--- src/rtl/power_seq_ctrl.sv ---
`default_nettype none
// ============================================================================
// Module  : power_seq_ctrl
// Brief   : N-rail power sequencer with debounced key, long-press/ARM shutdown
//           and latched per-rail fault cut-off.
// Revision: 1.0  initial release
// ============================================================================
module power_seq_ctrl #(
  parameter int N_RAIL     = 4,
  parameter int TICK_DIV   = 100000,
  parameter int CNT_W      = 16,
  parameter int ON_GAP_MS  = 2000,
  parameter int OFF_GAP_MS = 50,
  parameter int DEB_MS     = 20,
  parameter int LONG_MS    = 2000
) (
  input  logic              clk_sys,
  input  logic              RESET_IN,
  input  logic              key_det,
  input  logic [N_RAIL-1:0] fault_n,
  input  logic              arm_off_req,
  output logic [N_RAIL-1:0] rail_en,
  output logic              key_det_arm,
  output logic [N_RAIL-1:0] fault_latched,
  output logic [2:0]        seq_state,
  output logic              busy
);

  localparam int                 c_pre_w   = (TICK_DIV > 1) ? $clog2(TICK_DIV) : 1;
  localparam logic [c_pre_w-1:0] c_pre_max = c_pre_w'(TICK_DIV - 1);
  localparam logic [CNT_W-1:0]   c_cnt_max = {CNT_W{1'b1}};
  localparam logic [CNT_W-1:0]   c_deb     = CNT_W'(DEB_MS);
  localparam logic [CNT_W-1:0]   c_long    = CNT_W'(LONG_MS);
  localparam logic [CNT_W-1:0]   c_on_gap  = CNT_W'(ON_GAP_MS);
  localparam logic [CNT_W-1:0]   c_off_gap = CNT_W'(OFF_GAP_MS);

  localparam logic [2:0] c_st_off   = 3'd0;
  localparam logic [2:0] c_st_up    = 3'd1;
  localparam logic [2:0] c_st_on    = 3'd2;
  localparam logic [2:0] c_st_down  = 3'd3;
  localparam logic [2:0] c_st_fault = 3'd4;

  logic              r_key_s1, r_key_s2, r_key_arm_d;
  logic [N_RAIL-1:0] r_flt_s1, r_flt_s2;
  logic [c_pre_w-1:0] r_deb_pre, r_seq_pre;
  logic [CNT_W-1:0]  r_deb_cnt, r_hold_cnt, r_gap_cnt;
  logic [2:0]        r_state, w_state_nxt;
  logic [N_RAIL-1:0] w_rail_nxt, w_latch_nxt, w_flt, w_up_step, w_dn_step;
  logic [CNT_W-1:0]  w_gap_lim;
  logic              w_deb_tick, w_seq_tick, w_press, w_long_hit, w_gap_hit;
  logic              w_flt_any, w_seq_clr, w_active;

  always_ff @(posedge clk_sys or posedge RESET_IN) begin
    if (RESET_IN) begin
      r_key_s1 <= 1'b0;
      r_key_s2 <= 1'b0;
      r_flt_s1 <= {N_RAIL{1'b1}};
      r_flt_s2 <= {N_RAIL{1'b1}};
    end else begin
      r_key_s1 <= key_det;
      r_key_s2 <= r_key_s1;
      r_flt_s1 <= fault_n;
      r_flt_s2 <= r_flt_s1;
    end
  end

  assign w_deb_tick = (r_deb_pre == c_pre_max);
  assign w_press    = key_det_arm & ~r_key_arm_d;
  assign w_long_hit = (r_hold_cnt >= c_long);

  // A level is only accepted after DEB_MS whole tick intervals of stability.
  always_ff @(posedge clk_sys or posedge RESET_IN) begin
    if (RESET_IN) begin
      r_deb_pre   <= '0;
      r_deb_cnt   <= '0;
      key_det_arm <= 1'b0;
      r_key_arm_d <= 1'b0;
      r_hold_cnt  <= '0;
    end else begin
      r_deb_pre   <= w_deb_tick ? '0 : r_deb_pre + 1'b1;
      r_key_arm_d <= key_det_arm;
      if (r_key_s2 == key_det_arm) begin
        r_deb_cnt <= '0;
      end else if (w_deb_tick) begin
        if (r_deb_cnt >= c_deb) begin
          key_det_arm <= r_key_s2;
          r_deb_cnt   <= '0;
        end else begin
          r_deb_cnt <= r_deb_cnt + 1'b1;
        end
      end
      if ((r_state == c_st_on) && key_det_arm) begin
        if (w_deb_tick && (r_hold_cnt < c_long))
          r_hold_cnt <= r_hold_cnt + 1'b1;
      end else begin
        r_hold_cnt <= '0;
      end
    end
  end

  // Sequence timer restarts on every state change or rail step for exact gaps.
  assign w_seq_tick = (r_seq_pre == c_pre_max);
  assign w_gap_lim  = (r_state == c_st_up) ? c_on_gap : c_off_gap;
  assign w_gap_hit  = w_seq_tick && (({1'b0, r_gap_cnt} + (CNT_W+1)'(1)) >= {1'b0, w_gap_lim});
  assign w_seq_clr  = (w_state_nxt != r_state) || (w_rail_nxt != rail_en);

  always_ff @(posedge clk_sys or posedge RESET_IN) begin
    if (RESET_IN) begin
      r_seq_pre <= '0;
      r_gap_cnt <= '0;
    end else if (w_seq_clr) begin
      r_seq_pre <= '0;
      r_gap_cnt <= '0;
    end else if (w_seq_tick) begin
      r_seq_pre <= '0;
      if (r_gap_cnt != c_cnt_max)
        r_gap_cnt <= r_gap_cnt + 1'b1;
    end else begin
      r_seq_pre <= r_seq_pre + 1'b1;
    end
  end

  always_ff @(posedge clk_sys or posedge RESET_IN) begin
    if (RESET_IN) begin
      r_state       <= c_st_off;
      rail_en       <= '0;
      fault_latched <= '0;
    end else begin
      r_state       <= w_state_nxt;
      rail_en       <= w_rail_nxt;
      fault_latched <= w_latch_nxt;
    end
  end

  assign w_flt     = ~r_flt_s2 & rail_en;
  assign w_flt_any = |w_flt;
  assign w_up_step = (rail_en << 1) | N_RAIL'(1);
  assign w_dn_step = rail_en >> 1;
  assign w_active  = (r_state == c_st_up) || (r_state == c_st_on) || (r_state == c_st_down);

  always_comb begin
    w_state_nxt = r_state;
    w_rail_nxt  = rail_en;
    w_latch_nxt = fault_latched;
    if (w_active && w_flt_any) begin
      w_state_nxt = c_st_fault;
      w_rail_nxt  = '0;
      w_latch_nxt = fault_latched | w_flt;
    end else begin
      case (r_state)
        c_st_off: begin
          if (w_press) begin
            w_rail_nxt  = w_up_step;
            w_state_nxt = w_up_step[N_RAIL-1] ? c_st_on : c_st_up;
          end
        end
        c_st_up: begin
          if (arm_off_req) begin
            w_rail_nxt  = w_dn_step;
            w_state_nxt = (w_dn_step == '0) ? c_st_off : c_st_down;
          end else if (w_gap_hit) begin
            w_rail_nxt  = w_up_step;
            w_state_nxt = w_up_step[N_RAIL-1] ? c_st_on : c_st_up;
          end
        end
        c_st_on: begin
          if (arm_off_req || w_long_hit) begin
            w_rail_nxt  = w_dn_step;
            w_state_nxt = (w_dn_step == '0) ? c_st_off : c_st_down;
          end
        end
        c_st_down: begin
          if (w_gap_hit) begin
            w_rail_nxt  = w_dn_step;
            w_state_nxt = (w_dn_step == '0) ? c_st_off : c_st_down;
          end
        end
        c_st_fault: begin
          if (w_press && (&r_flt_s2)) begin
            w_state_nxt = c_st_off;
            w_latch_nxt = '0;
          end
        end
        default: begin
          w_state_nxt = c_st_off;
          w_rail_nxt  = '0;
        end
      endcase
    end
  end

  always_comb begin
    seq_state = r_state;
    busy      = (r_state == c_st_up) || (r_state == c_st_down);
  end

endmodule
`default_nettype wire
--- config.mk ---
export PLATFORM = sky130hd
export DESIGN_NAME = power_seq_ctrl
export DESIGN_NICKNAME = d
export VERILOG_FILES = /design/src/rtl/power_seq_ctrl.sv
export SDC_FILE = /design/constraint.sdc
export NUM_CORES = 1
export LEC_CHECK = 0
export ABC_AREA = 0
export BUFFER_PORTS_ARGS = -buffer_cell sky130_fd_sc_hd__buf_2
export CORE_UTILIZATION = 40
export CTS_BUF_LIST = sky130_fd_sc_hd__clkbuf_4 sky130_fd_sc_hd__clkbuf_8
export DETAILED_ROUTE_END_ITERATION = 7
export MAX_ROUTING_LAYER = met4
export SYNTH_ARGS = -nofsm -noshare
export SYNTH_HDL_FRONTEND = slang
export SYNTH_SLANG_ARGS = --single-unit
--- constraint.sdc ---
create_clock -name clk_sys -period 8.5 [get_ports clk_sys]
set_clock_uncertainty 0.05 [all_clocks]
set_input_delay 0.85 -clock clk_sys [delete_from_list [all_inputs] [get_ports clk_sys]]
set_output_delay 0.85 -clock clk_sys [all_outputs]
set_load 0.05 [all_outputs]
==> impl_metrics.py, run 1 <==
metrics = {
    "run_status": {
        "outcome": "complete, no violations",
    },
    "sta": {
        "fin_crit_sh": 0.538,
        "slew_headroom": 0.172,
        "worstMarginPinSlew_ps": 1240,
        "hold_viol": 0,
        "slew_violations": 0,
        "tns_ps": 0,
        "hold_ws_ps": 311,
        "max_freq_mhz": 219,
        "layout_min_cycle_time_ps": 4580,
        "worst_slack_ps": 3920,
        "rsz0062_at_grt": "false",
        "setup_viol": 0,
    },
    "detailed_routing": {
        "wire_per_inst_um": 14.7,
        "antenna_left": 0,
        "drc": 0,
        "dr.pass1.iters": 7,
        "drt_iter0_drc": 528,
        "routed_wl_um": 11900,
        "vias_per_cell": 5.59,
        "vias": 4530,
    },
    "floorplanning": {
        "die_width_um": 121,
        "die_area_um2": 14700,
        "rows": 43,
        "start_util": 0.411,
        "fp.coreArea_um2": 13900,
        "pin_count": 21,
        "die_y_um": 121,
    },
    "synth": {
        "syn_nets": 637,
        "synthArstFlopShare": 1.00,
        "synth_top_area_share": 0.426,
        "netlist-cell-type-count": 60,
        "synthTopCellsByArea": "dfrtp_1, xor2_1, xnor2_1",
        "yosysWarnings": 0,
        "ys_top_cells_by_count": "dfrtp_1, nor2_1, nand2_1",
        "syn_avg_cell_area_um2": 9.28,
        "syn-cell-area_um2": 5700,
        "yosysSeqAreaShare": 0.462,
        "synth-edff-count": 0,
        "synth_ff_type": "dfrtp_1",
        "yosysTopAreaCell": "dfrtp_1",
        "synth_most_common_cell": "dfrtp_1",
        "synth_cells": 615,
        "ys_seq_elements": 105,
    },
    "power": {
        "comb_power_share": 0.021,
        "p_seq_frac": 0.617,
        "p_leak_nw": 2.68,
        "p_clk_frac": 0.362,
        "p_per_area_nw_per_um2": 133,
        "ir_drop_v": 0.0000772,
        "p_sw_mw": 0.197,
        "internal-power_mw": 0.620,
        "switching_share": 0.241,
    },
    "final_layout": {
        "nFillCells": 1348,
        "syn_to_final_growth_pct": 7.61,
        "drive_gt1_frac": 0.0937,
        "antenna_cells": 0,
        "postLayoutCoreUtil": 0.442,
        "fin_nets": 647,
    },
    "worst_setup_path": {
        "critPathSlowestCell": "or4_1",
        "criticalPathCategory": "flip-flop to flip-flop",
        "crit_arrival_ps": 4810,
        "worstPathCellList": "nand2b_1, inv_1, nand2b_1, ha_1, a21o_1, a2111oi_2, a2111oi_0, or4_1, o21a_1, a31o_1, a2111oi_2, nand3_1, buf_4, nor4_1",
        "cp.required_ps": 8730,
        "worstSetupEndpointType": "flip-flop",
        "critPathLaunchType": "flip-flop",
        "critical_path.max_stage_delay_ps": 600,
        "critPathMaxFanout": 33,
    },
    "clocking": {
        "cts.hold.buffers_added": 0,
        "cts.sinks": 105,
        "cts-resized-gates": 0,
        "clkLatencyLatePin_ps": 380,
        "cts_setup_buffers": 0,
        "cts_root_buffer": "clkbuf_8",
        "htreeDepth": 3,
        "cts_tree": "done",
        "cts.path.max_buffers": 2,
        "clk_pin_slew_ps": 100,
        "cts_made_buffers": 9,
    },
    "placed_design": {
        "hpwl_um": 8140,
        "port_buffers": 20,
        "preCtsSetupSlack_ps": 3980,
        "globalplace.congestion": 0.896,
    },
    "global_route": {
        "grt_overflow_total": 0,
        "track_usage": 0.180,
        "grt_pass1_vias": 4257,
        "grt_max_degree": 59,
        "antenna_found_initial": 0,
        "grt_pass1_wl_um": 20500,
    },
    "flow_run": {
        "drv_cap": 0,
    },
    "hold_path": {
        "hold_path.class": "flip-flop to flip-flop",
    },
}
cells by family after synthesis:
logic type	after synthesis	synth area share
buf+inv	45	0.0325
compound gates	96	0.113
flops	105	0.462
xor+xnor	61	0.0937
fa+ha+maj	14	0.0307
simple gates	287	0.255
mux	7	0.0127
cell type report:
cell class                      count  area (µm²)  share of cell area
Clock buffer                       10         131              0.0214
Clock inverter                      6        51.3             0.00836
Inverter                           19        73.8              0.0120
Multi-Input combinational cell    465        2880               0.469
Sequential cell                   105        2640               0.430
Tap cell                          180         225              0.0367
Timing Repair Buffer               25         138              0.0224
worst paths after layout:
path | start | to | slack (ps) | cells after the start
min reg2reg | r_key_s1$_DFF_PP0_ | r_key_s2$_DFF_PP0_ | 310 | 0
max | seq_state[2]$_DFF_PP0_ | r_seq_pre[9]$_DFF_PP0_ | 3920 | 14
min | r_key_s1$_DFF_PP0_ | r_key_s2$_DFF_PP0_ | 310 | 0
min in group asynchronous | RESET_IN | r_key_s1$_DFF_PP0_ | 530 | 2
max in group asynchronous | RESET_IN | r_hold_cnt[6]$_DFFE_PP0P_ | 6800 | 3
max reg2reg | seq_state[2]$_DFF_PP0_ | r_seq_pre[9]$_DFF_PP0_ | 3920 | 14
per-stage QoR:
step	instance area [µm²]	total power, mW	instances
4_1_cts	6140	0.834	810
5_1_grt	6140	0.857	810
6_report	6140	0.817	810
2_1_floorplan	5700	0.525	615
3_5_place_dp	5960	0.532	794
3_3_place_gp	5960	0.531	794
routing by layer:
layer | up-vias | GRT usage | wire (µm)
li1 | 2209 | - | -
met1 | 2184 | 0.234 | 5600
met2 | 115 | 0.277 | 5590
met3 | 22 | 0.0291 | 473
met4 | 0 | 0.0787 | 241
met5 | - | - | 0
power groups by stage:
| stage | Sequential [mW] | Combinational, mW | Clock [mW] |
|---|---|---|---|
| 2_1_floorplan | 0.514 | 0.0115 | 0 |
| 3_3_place_gp | 0.514 | 0.0176 | 0 |
| 3_5_place_dp | 0.514 | 0.0179 | 0 |
| 4_1_cts | 0.504 | 0.0180 | 0.312 |
| 5_1_grt | 0.505 | 0.0200 | 0.333 |
| 6_report | 0.504 | 0.0169 | 0.296 |
cell usage in the layout (no fill, tap or decap), types with 3 or more instances in the layout:
master	netlist	routed
a21oi_1	22	22
a31oi_1	8	8
o2111ai_1	3	3
nand4_1	23	23
mux2i_1	5	5
o211ai_1	5	5
xor2_1	32	32
buf_4	0	5
nand2b_1	4	4
nand2_1	50	50
nor4_1	15	15
inv_1	18	17
a21o_1	3	3
xnor2_1	29	29
or4_1	4	4
dfrtp_1	97	97
o21ai_0	23	23
and2_1	14	14
and3_1	14	14
nor2_1	64	64
a22o_1	3	3
nand3_1	27	27
dfstp_2	8	8
buf_2	7	20
nor3b_1	3	3
ha_1	14	14
nor2b_1	7	7
or3_1	11	11
o21a_1	3	3
nor3_1	42	42
clkbuf_8	0	9
sequential cells by signal, indices dropped and copies added, names as in the netlist, 3 cells and up:
register,count
r_gap_cnt,16
r_hold_cnt,16
r_flt_s1,4
r_deb_pre,17
seq_state,3
fault_latched,4
r_deb_cnt,16
r_seq_pre,17
r_flt_s2,4
rail_en,4
worst max-delay path, delay by kind of cell, from the launching register on:
family | cells | cell delay [ps]
compound gates | 6 | 1600
fa+ha+maj | 1 | 390
buf+inv | 2 | 420
flops | 1 | 500
simple gates | 5 | 1490
No activity file was read; power rests on OpenSTA's default activity.
==> run 2: changes to the inputs <==
--- a/config.mk
+++ b/config.mk
@@ -5,7 +5,7 @@
 export SDC_FILE = /design/constraint.sdc
 export NUM_CORES = 1
 export LEC_CHECK = 0
-export ABC_AREA = 0
+export ABC_AREA = 1
 export BUFFER_PORTS_ARGS = -buffer_cell sky130_fd_sc_hd__buf_2
 export CORE_UTILIZATION = 40
 export CTS_BUF_LIST = sky130_fd_sc_hd__clkbuf_4 sky130_fd_sc_hd__clkbuf_8
==> constraint.sdc (replaced) <==
create_clock -name clk_sys -period 4 [get_ports clk_sys]
set_clock_uncertainty 0.05 [all_clocks]
set_input_delay 0.4 -clock clk_sys [delete_from_list [all_inputs] [get_ports clk_sys]]
set_output_delay 0.4 -clock clk_sys [all_outputs]
set_load 0.05 [all_outputs]
==> run 2 against run 1 <==
Register-to-register slack got worse by 3600 ps. Final cell count rose by 20%. Worst hold slack got worse by 260 ps. First-iteration DRC count fell by 56%. Clock-buffer cell count did not move. Synthesized cell count rose by 22%. Via count rose by 4.6%. Maximum frequency rose by 23%. Final area rose by 4.0%. Clock power rose by 130%. Critical endpoint is now r_gap_cnt[13]$_DFFE_PP0P_. Largest power group unchanged. Highest routed layer unchanged.
==> impl_metrics.py, run 2 <==
metrics = {
    "run_status": {
        "outcome": "complete, no violations",
    },
    "synth": {
        "syn-cell-area_um2": 5810,
        "synth_most_common_cell": "nand2_1",
        "yosysTopAreaCell": "dfrtp_1",
        "synth-edff-count": 0,
        "synthArstFlopShare": 1.00,
        "syn_nets": 774,
        "synth_cells": 752,
        "synth_ff_type": "dfrtp_1",
        "netlist-cell-type-count": 39,
        "ys_seq_elements": 105,
        "synthTopCellsByArea": "dfrtp_1, nand2_1, inv_1",
        "synth_top_area_share": 0.418,
        "ys_top_cells_by_count": "nand2_1, inv_1, nor2_1",
        "yosysSeqAreaShare": 0.454,
        "syn_avg_cell_area_um2": 7.73,
        "yosysWarnings": 0,
    },
    "final_layout": {
        "final_common_cell": "nand2_1",
        "drive_gt1_frac": 0.130,
        "syn_to_final_growth_pct": 9.93,
        "antenna_cells": 0,
        "top_regs": "r_deb_pre x17, r_seq_pre x17",
        "fin_nets": 807,
        "mostFrequentLayoutCells": "nand2_1, inv_1, nor2_1",
    },
    "power": {
        "p_leak_nw": 3.25,
        "p_per_area_nw_per_um2": 278,
        "p_total_mw": 1.77,
        "ir_drop_v": 0.000241,
    },
    "worst_setup_path": {
        "cp.required_ps": 4280,
        "crit_top_cell": "nand2_1",
        "crit_arrival_ps": 3990,
        "r2r_start": "r_gap_cnt[0]$_DFFE_PP0P_",
        "worstSetupEndpointType": "flip-flop",
        "criticalPathCategory": "flip-flop to flip-flop",
        "critPathSlowestCell": "dfrtp_1",
        "critPathMaxFanout": 13,
        "path_buf_inv": 2,
        "critical_path.max_stage_delay_ps": 440,
        "crit_family": "simple AND/OR/NAND/NOR gates",
        "rrSetupSlack_ps": 280,
        "timing.rr.end": "r_gap_cnt[13]$_DFFE_PP0P_",
        "reg2regPathDepth": 25,
        "critPathLaunchType": "flip-flop",
    },
    "sta": {
        "setup_viol": 0,
        "worstMarginPinSlew_ps": 970,
        "rsz0062_at_grt": "false",
        "hold_viol": 0,
        "layout_min_cycle_time_ps": 3720,
        "slew_violations": 0,
        "slew_headroom": 0.353,
        "tns_ps": 0,
        "max_freq_mhz": 269,
        "fin_crit_sh": 0.929,
    },
    "detailed_routing": {
        "drc": 0,
        "dr.pass1.iters": 4,
        "vias": 4740,
        "wire_per_inst_um": 12.2,
        "antenna_left": 0,
        "drt_iter0_drc": 232,
        "vias_per_cell": 4.89,
        "routed_wl_um": 11900,
    },
    "global_route": {
        "grt_pass1_wl_um": 20000,
        "antenna_found_initial": 0,
        "grt_overflow_total": 0,
        "grt_pass1_vias": 4458,
        "track_usage": 0.173,
        "grt_max_degree": 82,
    },
    "hold_path": {
        "min_from": "fault_n[3]",
        "hold_depth": 1,
        "holdPathEnd": "r_flt_s1[3]$_DFF_PP1_",
        "hold_path.class": "primary input to flip-flop",
    },
    "placed_design": {
        "globalplace.congestion": 0.856,
        "port_buffers": 20,
        "hpwl_um": 8740,
    },
    "clocking": {
        "cts_tree": "done",
        "htreeDepth": 3,
        "cts.sinks": 105,
        "cts.hold.buffers_added": 0,
        "cts_made_buffers": 9,
        "cts_root_buffer": "clkbuf_8",
        "clk_pin_slew_ps": 110,
        "clkLatencyLatePin_ps": 390,
        "cts.path.max_buffers": 2,
    },
    "flow_run": {
        "drv_cap": 0,
    },
    "floorplanning": {
        "start_util": 0.414,
        "rows": 43,
        "pin_count": 21,
        "die_area_um2": 15000,
        "fp.coreArea_um2": 14000,
        "die_y_um": 123,
        "die_width_um": 123,
    },
}
[run 2: cell count changes after synthesis, moves of 15 or more]
cell      previous run  this run
nand2_1             50       156
nor2_1              64       104
clkbuf_1            18         3
nand3_1             27        43
nor3_1              42        17
inv_1               18       128
xnor2_1             29         5
nor2_2               0        33
[run 2: how the worst max path moves through the flow]
stage / startpoint / cells past startpoint / endpoint
6_report: r_gap_cnt[0]$_DFFE_PP0P_ / 25 / r_gap_cnt[13]$_DFFE_PP0P_
5_1_grt: r_gap_cnt[0]$_DFFE_PP0P_ / 25 / r_gap_cnt[13]$_DFFE_PP0P_
4_1_cts: r_gap_cnt[0]$_DFFE_PP0P_ / 25 / r_gap_cnt[13]$_DFFE_PP0P_
3_5_place_dp: r_gap_cnt[0]$_DFFE_PP0P_ / 25 / r_seq_pre[12]$_DFF_PP0_
3_3_place_gp: r_gap_cnt[0]$_DFFE_PP0P_ / 25 / r_gap_cnt[13]$_DFFE_PP0P_
2_1_floorplan: seq_state[0]$_DFF_PP0_ / 22 / r_gap_cnt[12]$_DFFE_PP0P_
[run 2: final cells by class]
type,count,area [µm²]
fill,1396,7660
sequential,105,2640
multi-input combinational,509,2630
inverter,131,494
tap,180,225
timing repair buffer,29,193
clock buffer,10,138
clock inverter,6,65.1
[run 2: repair_timing]
item,CTS,global route
setup endpoints to repair,0,33
gates resized for setup,0,1
buffers inserted,0,3
[run 2: per-stage QoR]
step                      hold slack, ps   util  cell area (µm²)  setup slack (ps)  std cells
after CTS                           25.9  0.453             6360              34.2        967
after global placement               290  0.438             6150               189        951
after global routing                9.13  0.455             6390              8.69        970
final                               47.2  0.455             6390               284        970
after floorplan                      281      -             5810               291        752
after detailed placement             297  0.438             6150               118        951
[run 2: power by group]
part           leakage (nW)  switching [mW]  internal, mW
clock                 0.104           0.406         0.262
sequential             1.33         0.00210          1.07
combinational          1.82          0.0281       0.00540
[run 2: metal layers]
layer	track usage	wire length, µm
met1	0.213	5780
met2	0.278	5490
met3	0.0511	432
met4	0.0473	153
met5	-	0
[run 2: kinds of logic after synthesis]
family | synth area share
buf+inv | 0.0943
xor+xnor | 0.0422
mux | 0.00711
compound gates | 0.0700
simple gates | 0.302
fa+ha+maj | 0.0302
flops | 0.454
[run 2: worst register-to-register path: cells and delay by family (launching register included)]
| kind | cells | cell delay [ps] |
|---|---|---|
| simple gates | 19 | 2110 |
| compound gates | 1 | 130 |
| xor+xnor | 1 | 200 |
| buf+inv | 2 | 250 |
| flops | 1 | 440 |
| fa+ha+maj | 2 | 480 |
==> run 3: changes to the inputs <==
--- a/config.mk
+++ b/config.mk
@@ -5,7 +5,6 @@
 export SDC_FILE = /design/constraint.sdc
 export NUM_CORES = 1
 export LEC_CHECK = 0
-export ABC_AREA = 1
 export BUFFER_PORTS_ARGS = -buffer_cell sky130_fd_sc_hd__buf_2
 export CORE_UTILIZATION = 40
 export CTS_BUF_LIST = sky130_fd_sc_hd__clkbuf_4 sky130_fd_sc_hd__clkbuf_8
==> run 3 against run 2 <==
First-iteration DRC count is 73% higher. Critical endpoint is now r_seq_pre[7]$_DFF_PP0_. Global-route usage grew 1.8 points. Critical path depth is 8 lower. Die area shrank 1.8%. Worst hold slack got worse by 9.9 ps. Critical path type unchanged. Sequential power about the same. Maximum frequency shrank 6.9%. Largest cell class is now multi-input gates. Non-clock buffer count increased by 34. Combinational power is 9.3% higher. Largest power group unchanged.
==> impl_metrics.py, run 3 (synthesized netlist as in run 1, its figures left out) <==
metrics = {
    "final_layout": {
        "final_cell_count_no_fill": 848,
        "fin_nets": 685,
        "syn_to_final_growth_pct": 19.4,
        "drive_gt1_frac": 0.204,
        "top_regs": "r_deb_pre x17, r_seq_pre x17",
        "mostFrequentLayoutCells": "dfrtp_1, nor2_1, nand2_1",
        "final_common_cell": "dfrtp_1",
        "antenna_cells": 0,
        "postLayoutCoreUtil": 0.491,
        "nFillCells": 1272,
    },
    "sta": {
        "layout_min_cycle_time_ps": 3990,
        "hold_ws_ps": 37.3,
        "fin_crit_sh": 0.997,
        "rsz0062_at_grt": "true",
        "slew_headroom": 0.426,
        "slew_violations": 0,
        "hold_viol": 0,
        "setup_viol": 0,
        "tns_ps": 0,
        "max_freq_mhz": 251,
        "worst_slack_ps": 10.9,
        "worstMarginPinSlew_ps": 855,
    },
    "power": {
        "p_per_area_nw_per_um2": 266,
        "ir_drop_v": 0.000139,
        "p_clk_frac": 0.388,
        "switching_share": 0.239,
        "p_sw_mw": 0.433,
        "p_seq_frac": 0.592,
        "p_leak_nw": 2.98,
        "internal-power_mw": 1.38,
        "comb_power_share": 0.020,
    },
    "floorplanning": {
        "fp.coreArea_um2": 13900,
        "die_width_um": 121,
        "die_area_um2": 14700,
        "rows": 43,
        "die_y_um": 121,
        "pin_count": 21,
        "start_util": 0.411,
    },
    "worst_setup_path": {
        "r2r_start": "r_gap_cnt[0]$_DFFE_PP0P_",
        "worstPathCellList": "ha_2, buf_4, nand4_1, nor2_2, nand2_1, xnor2_2, ha_1, nand2_2, o21ai_1, or4_4, buf_6, o21ai_4, nor3_2, o21a_1, a221o_2, buf_12, nor4_4",
        "cp.required_ps": 4240,
        "path_buf_inv": 3,
        "critical_path.max_stage_delay_ps": 500,
        "startpoint": "r_gap_cnt[0]$_DFFE_PP0P_",
        "critPathLaunchType": "flip-flop",
        "critPathMaxFanout": 5,
        "crit_family": "simple AND/OR/NAND/NOR gates",
        "crit_arrival_ps": 4230,
        "critPathSlowestCell": "or4_4",
        "criticalPathCategory": "flip-flop to flip-flop",
        "worstSetupEndpointType": "flip-flop",
    },
    "detailed_routing": {
        "drc": 0,
        "drt_iter0_drc": 401,
        "vias_per_cell": 5.63,
        "antenna_left": 0,
        "dr.pass1.iters": 4,
        "routed_wl_um": 13600,
        "vias": 4778,
        "wire_per_inst_um": 16.0,
    },
    "placed_design": {
        "hpwl_um": 8860,
        "dp.cells": 819,
        "preCtsSetupSlack_ps": -75.9,
        "port_buffers": 20,
        "globalplace.congestion": 0.892,
    },
    "clocking": {
        "cts.sinks": 105,
        "cts_root_buffer": "clkbuf_8",
        "cts.hold.buffers_added": 0,
        "cts_made_buffers": 9,
        "clk_pin_slew_ps": 110,
        "htreeDepth": 3,
        "cts.path.max_buffers": 2,
        "cts_tree": "done",
        "clkLatencyLatePin_ps": 400,
    },
    "global_route": {
        "track_usage": 0.191,
        "grt_pass1_wl_um": 21900,
        "antenna_found_initial": 0,
        "grt_pass1_vias": 4521,
        "grt_overflow_total": 0,
        "grt_max_degree": 65,
    },
    "hold_path": {
        "min_from": "fault_n[1]",
        "hold_path.class": "primary input to flip-flop",
    },
    "flow_run": {
        "drv_cap": 0,
    },
    "run_status": {
        "outcome": "complete, no violations",
    },
}
run 3: cell count changes in the layout (fill, tap and decap cells not counted), moves of 9 or more:
cell | before | now
nor3_1 | 17 | 37
and2_1 | 0 | 14
nor2_1 | 103 | 62
and3_1 | 0 | 14
xnor2_1 | 5 | 27
xor2_1 | 23 | 32
nand2_1 | 156 | 48
nor2_2 | 34 | 2
buf_4 | 7 | 37
or3_1 | 0 | 11
inv_1 | 127 | 15
o21ai_0 | 33 | 22
nand3_1 | 43 | 25
run 3: power by group through the flow:
stage	combinational (mW)	sequential [mW]	clock, mW
CTS	0.0384	1.07	0.725
floorplan	0.0245	1.09	0
finish	0.0366	1.07	0.703
global route	0.0427	1.07	0.764
detailed placement	0.0383	1.09	0
global placement	0.0369	1.09	0
run 3: worst paths after layout:
| kind | end | depth (start not counted) | slack [ps] |
|---|---|---|---|
| worst max-delay path | r_seq_pre[7]$_DFF_PP0_ | 17 | 10 |
| worst min-delay path | r_flt_s1[1]$_DFF_PP1_ | 1 | 40 |
| worst max register to register | r_seq_pre[7]$_DFF_PP0_ | 17 | 10 |
| worst min register to register | r_flt_s2[1]$_DFF_PP1_ | 0 | 310 |
| max in group asynchronous | r_gap_cnt[4]$_DFFE_PP0P_ | 3 | 2740 |
| min in group asynchronous | r_deb_cnt[1]$_DFFE_PP0P_ | 2 | 100 |
run 3: timing repair:
item,CTS,global route
setup buffers,2,8
gates resized for setup,5,41
cloned,0,3
pin swaps,0,19
setup endpoints to repair,33,33
run 3: area by class of cell:
cell class,count,area [µm²],area share
clock buffers,9,124,0.0182
clock inverters,7,86.3,0.0127
inverters,19,77.6,0.0114
multi-input cells,465,3150,0.463
flip-flops and latches,105,2640,0.388
well taps,180,225,0.0331
repair buffers,63,504,0.0740
run 3: per-stage QoR:
stage / power (mW) / instance area [µm²]
final: 1.81 / 6810
after global routing: 1.88 / 6810
after CTS: 1.84 / 6450
after detailed placement: 1.13 / 6210
after global placement: 1.13 / 6210
after floorplan: 1.12 / 5790
run 3: routing by layer:
metal / vias to the layer above / routed length (µm) / track usage
met5: - / 0 / -
met2: 105 / 6460 / 0.294
met1: 2364 / 6320 / 0.250
met3: 21 / 551 / 0.0343
met4: 0 / 255 / 0.0733
li1: 2288 / - / -
